<file path="config.mk">
export PLATFORM = sky130hd
export DESIGN_NAME = note_spawner
export DESIGN_NICKNAME = d
export VERILOG_FILES = /design/src/rtl/note_spawner.sv
export SDC_FILE = /design/constraint.sdc
export NUM_CORES = 1
export LEC_CHECK = 0
export BUFFER_PORTS_ARGS = -buffer_cell sky130_fd_sc_hd__buf_2
export CAP_MARGIN = 0
export CORE_ASPECT_RATIO = 1.5
export CORE_MARGIN = 5
export CORE_UTILIZATION = 30
export CTS_CLUSTER_SIZE = 12
export DETAILED_ROUTE_END_ITERATION = 12
export GPL_TIMING_DRIVEN = 0
export PLACE_DENSITY = 0.53
export SLEW_MARGIN = 20
export SYNTH_ARGS = -nofsm -noshare
export SYNTH_HDL_FRONTEND = slang
export SYNTH_SLANG_ARGS = --single-unit
</file>
<file path="constraint.sdc">
create_clock -name clk -period 2.6 [get_ports clk]
set_input_delay 0.52 -clock clk [delete_from_list [all_inputs] [get_ports clk]]
set_output_delay 0.52 -clock clk [all_outputs]
set_load 0.1 [all_outputs]
</file>
<file path="src/rtl/note_spawner.sv">
// note_spawner: game-side consumer of the level selection handshake.
// Latches the difficulty when level_valid is first seen, derives a spawn
// period and note count, then issues that many spawn requests on a
// valid/ready interface, each carrying an LFSR-chosen lane.
//
// Ports:
//   clk          system clock, rising edge
//   rst          synchronous active-high reset, highest priority
//   level_valid  selection complete (level signal)
//   level        {hard, mid, easy} one-hot, sampled on the capture edge
//   spawn_ready  downstream accepts the pending spawn
//   spawn_valid  spawn request pending
//   spawn_lane   lane 0-3 of the pending note
//   spawn_index  note number 0..total-1
//   active       run in progress (WAIT or SPAWN)
//   done         all notes handed off, sticky until rst
//   level_error  invalid level code captured, sticky until rst
module note_spawner #(
    parameter logic [15:0] BASE_PERIOD = 16'd50000,
    parameter logic [7:0]  LFSR_SEED   = 8'hA5
) (
    input  logic       clk,
    input  logic       rst,
    input  logic       level_valid,
    input  logic [2:0] level,
    input  logic       spawn_ready,
    output logic       spawn_valid,
    output logic [1:0] spawn_lane,
    output logic [4:0] spawn_index,
    output logic       active,
    output logic       done,
    output logic       level_error
);

    typedef enum logic [1:0] {IDLE, WAIT, SPAWN, DONE} state_t;

    localparam logic [15:0] P_EASY = BASE_PERIOD;
    localparam logic [15:0] P_MID  = BASE_PERIOD >> 1;
    localparam logic [15:0] P_HARD = BASE_PERIOD >> 2;

    state_t      state;
    logic [15:0] period;
    logic [15:0] timer;
    logic [4:0]  count;
    logic [4:0]  total;
    logic [7:0]  lfsr;

    logic [15:0] sel_period;
    logic [4:0]  sel_total;
    logic        sel_ok;
    logic [4:0]  count_next;

    // x^8+x^6+x^5+x^4+1, shift left, feedback into bit 0
    function automatic logic [7:0] lfsr_step(input logic [7:0] s);
        return {s[6:0], s[7] ^ s[5] ^ s[4] ^ s[3]};
    endfunction

    // Decode the level code; anything that is not exactly one-hot is rejected.
    always_comb begin
        sel_period = P_EASY;
        sel_total  = 5'd8;
        sel_ok     = 1'b1;
        case (level)
            3'b001: begin
                sel_period = P_EASY;
                sel_total  = 5'd8;
            end
            3'b010: begin
                sel_period = P_MID;
                sel_total  = 5'd12;
            end
            3'b100: begin
                sel_period = P_HARD;
                sel_total  = 5'd16;
            end
            default: sel_ok = 1'b0;
        endcase
    end

    assign count_next = count + 5'd1;

    always_ff @(posedge clk) begin
        if (rst) begin
            state       <= IDLE;
            period      <= 16'd0;
            timer       <= 16'd0;
            count       <= 5'd0;
            total       <= 5'd0;
            lfsr        <= LFSR_SEED;
            spawn_valid <= 1'b0;
            spawn_lane  <= 2'd0;
            spawn_index <= 5'd0;
            active      <= 1'b0;
            done        <= 1'b0;
            level_error <= 1'b0;
        end else begin
            case (state)
                IDLE: begin
                    // A captured bad code locks out further captures until rst.
                    if (level_valid && !level_error) begin
                        if (sel_ok) begin
                            state  <= WAIT;
                            period <= sel_period;
                            total  <= sel_total;
                            timer  <= sel_period - 16'd1;
                            count  <= 5'd0;
                            active <= 1'b1;
                        end else begin
                            level_error <= 1'b1;
                        end
                    end
                end
                WAIT: begin
                    if (timer == 16'd0) begin
                        state       <= SPAWN;
                        spawn_valid <= 1'b1;
                        spawn_lane  <= lfsr[1:0];
                        spawn_index <= count;
                    end else begin
                        timer <= timer - 16'd1;
                    end
                end
                SPAWN: begin
                    // spawn_valid is always high here, so ready alone is the handshake.
                    // The timer is not reloaded until the handshake, so stalls push
                    // every later spawn back.
                    if (spawn_ready) begin
                        spawn_valid <= 1'b0;
                        count       <= count_next;
                        lfsr        <= lfsr_step(lfsr);
                        if (count_next == total) begin
                            state  <= DONE;
                            active <= 1'b0;
                            done   <= 1'b1;
                        end else begin
                            state <= WAIT;
                            timer <= period - 16'd1;
                        end
                    end
                end
                DONE: begin
                    state <= DONE;
                end
                default: state <= IDLE;
            endcase
        end
    end

endmodule

</file>
==> metrics.yaml <==
relSlewSlack_pct: 58.0
syn-instance-count: 346
period_minus_slack_ps: 2470
synth_edf_count: 0
timing.rr.start: "state[1]$_SDFFE_PP0P_"
timing.fmax_ghz: 0.405
h-tree-depth: 2
vias: 2641
drt_first_pass_iters: 4
switching_share_pct: 43.5
drive_gt1_share_pct: 18.2
dieArea_sq_mm: 0.0111
grt_pass1_wl_mm: 12.6
holdBufCountCts: 0
syn_to_final_growth_pct: 22.3
clkPwrFrac_pct: 21.2
cp.arrival_ps: 2670
power_frac_comb_pct: 49.9
critPathKind: "reg2reg"
switchingPower_mw: 1.55
ff2ff_setup_slack_ps: 130
clk_latency_ps: 290
min_period_over_period_pct: 95.0
n_antenna_cell: 0
coreArea_sq_mm: 0.00883
layout.cells.non_filler: 483
wl_mm: 8.00
finalSetupViolations: 0
reg2regPathDepth: 9
rows: 42
ant_nets: 0
wl_per_cell_microns: 16.6
min_to: "lfsr[6]$_SDFFE_PP0P_"
cts_root_buf: "clkbuf_16"
hold_class: "reg2reg"
die_h_microns: 127
routed_via_density: 5.47
grt_pass1_vias: 2495
synth_nets: 361
p_per_area_mw_per_mm2: 1070
power.leakage_nw: 1.20
io_pins: 18
dpl.hpwl_mm: 5.89
internal_power_mw: 2.02
required_ps: 2800
grt_overflow: 0
ys.flop_type: "dfxtp_1"
hold_viol: 0
fin_ws_ps: 131
initial_core_util_pct: 30.8
cts_tree: "yes"
worst_pin_slew_ps: 630
fin_area_sq_mm: 0.00333
avgSynthCellArea_sq_um: 7.86
synth.distinct_cells: 55
clkSlewWorstSetupHoldPaths_ps: 70
holdPathStages: 2
worst_setup_path_end_kind: "flop"
seq_power_share_pct: 29.0
drc: 0
ys_seq_area_share_pct: 35.3
io_buffer_count: 14
final_max_slew_viol_count: 0
gp_congestion: 0.977
crit_fanout: 10
first_iter_violations: 171
antenna_found_initial: 0
finClkSkew_ps: 8.11
maxCapViolations: 0
async_reset_ff_share_pct: 0
power_mw: 3.57
crit_path_start_kind: "flop"
status: "completed"
synth_area_sq_mm: 0.00272
fp.dieW_microns: 87.7
synth-seq-cells: 48
cts.path.max_buffers: 2
dp_slack_ps: -536
nets: 387
place_inst: 470
placed_cell_area_sq_mm: 0.00293
rr_endpoint: "timer[15]$_SDFFE_PP0P_"
cts_sinks: 48
grt_start_max_net_pins: 17
cts_buffers: 5
min_from: "lfsr[6]$_SDFFE_PP0P_"
yosysWarnings: 0
finish.utilization_pct: 37.7
irDropWorstVdd_uv: 452
track_usage_pct: 14.6
layout by cell type, fill, tap and decap left out, types with 3 or more instances in the layout:
cell type,instances
nor2_1,37
a21oi_1,27
inv_1,5
nor4_1,4
buf_4,8
buf_2,17
nand4_1,3
clkbuf_16,5
nand2_1,42
nand3b_1,5
a22oi_1,6
o21a_1,4
xor2_1,5
clkbuf_2,3
dfxtp_1,44
clkbuf_1,7
nand3_1,7
nand2b_1,4
nor3_1,9
o21ai_1,7
nor2b_1,4
xnor2_1,13
ha_1,3
o21ai_0,14
nand3_2,3
ha_4,4
a211oi_1,6
dfxtp_2,3
mux2i_1,7
and2_1,6
synth_stat cells, types with 6 or more instances:
library cell | number | area (sq um)
nand2_1 | 43 | 161
nor3_1 | 9 | 45.0
clkbuf_1 | 16 | 60.1
mux2i_1 | 7 | 70.1
dfxtp_1 | 48 | 961
xnor2_1 | 13 | 114
o21ai_0 | 18 | 90.1
nand3_1 | 10 | 50.1
nor2_1 | 37 | 139
ha_1 | 8 | 100
a21oi_1 | 27 | 135
a211oi_1 | 6 | 45.0
a22oi_1 | 7 | 52.6
xor2_1 | 6 | 52.6
and2_1 | 6 | 37.5
inv_1 | 6 | 22.5
power groups by stage:
| stage | clock network [mW] | logic, mW | registers (mW) |
|---|---|---|---|
| 6_report | 0.756 | 1.78 | 1.03 |
| 5_1_grt | 0.808 | 1.94 | 1.05 |
| 4_1_cts | 0.781 | 1.56 | 1.02 |
| 3_5_place_dp | 0 | 1.47 | 1.03 |
| 3_3_place_gp | 0 | 1.46 | 1.03 |
| 2_1_floorplan | 0 | 1.06 | 1.05 |
critical path, cell delays in order (launching register included):
cell and delay (ps):
dfxtp_4 380, inv_1 90, ha_2 200, buf_4 180, a22oi_2 300, nand3_2 170
nor4_4 330, nand2_2 130, or3_1 340, a311oi_2 260
logic make-up after synthesis:
logic type      Yosys count  share of synthesized area (%)
xor+xnor                 19                           6.12
mux                       7                           2.58
flops                    48                           35.3
compound gates           91                           21.2
simple gates            145                           27.1
buf+inv                  28                           4.00
fa+ha+maj                 8                           3.68
flip-flops by register name (all words and copies together), names as in the netlist:
register	flops
active	1
spawn_lane	2
level_error	1
state	2
timer	16
period	4
count	5
done	1
spawn_index	5
spawn_valid	1
total	2
lfsr	8
through the flow:
step           TNS, ps  hold WS [ps]
3_3_place_gp     -3930           438
5_1_grt          -19.9           484
3_5_place_dp     -3750           447
4_1_cts              0           458
2_1_floorplan        0           432
6_report             0           455
layer usage:
metal / vias up / track usage [%] / routed length (microns)
met2: 57 / 26.1 / 4200
met4: 0 / 8.67 / 337
met1: 1265 / 15.9 / 3260
li1: 1294 / - / -
met3: 25 / 1.75 / 209
met5: - / 0 / 0
cell type report:
type	count	area [sq um]
fillers	971	5500
multi-input cells	270	1800
flip-flops and latches	48	968
well taps	110	138
clock buffers	5	125
repair buffers	21	123
plain buffers	19	97.6
clock inverters	3	46.3
inverters	7	26.3
worst max-delay path by stage:
stage | end | start | slack (ps)
after floorplan | timer[12]$_SDFFE_PP0P_ | state[1]$_SDFFE_PP0P_ | 10
final | timer[15]$_SDFFE_PP0P_ | state[1]$_SDFFE_PP0P_ | 130
after CTS | timer[12]$_SDFFE_PP0P_ | count[0]$_SDFFE_PP0P_ | 20
after global routing | timer[15]$_SDFFE_PP0P_ | state[1]$_SDFFE_PP0P_ | -20
after detailed placement | timer[12]$_SDFFE_PP0P_ | state[1]$_SDFFE_PP0P_ | -540
after global placement | timer[12]$_SDFFE_PP0P_ | state[1]$_SDFFE_PP0P_ | -580
timing repair:
action | 4_1_cts | 5_1_grt
buffers inserted | 1 | 6
pin swaps | 3 | 8
endpoints found under the setup margin | 14 | 15
resized for setup | 22 | 30
Note: power is estimated with default switching activity, not from simulation.
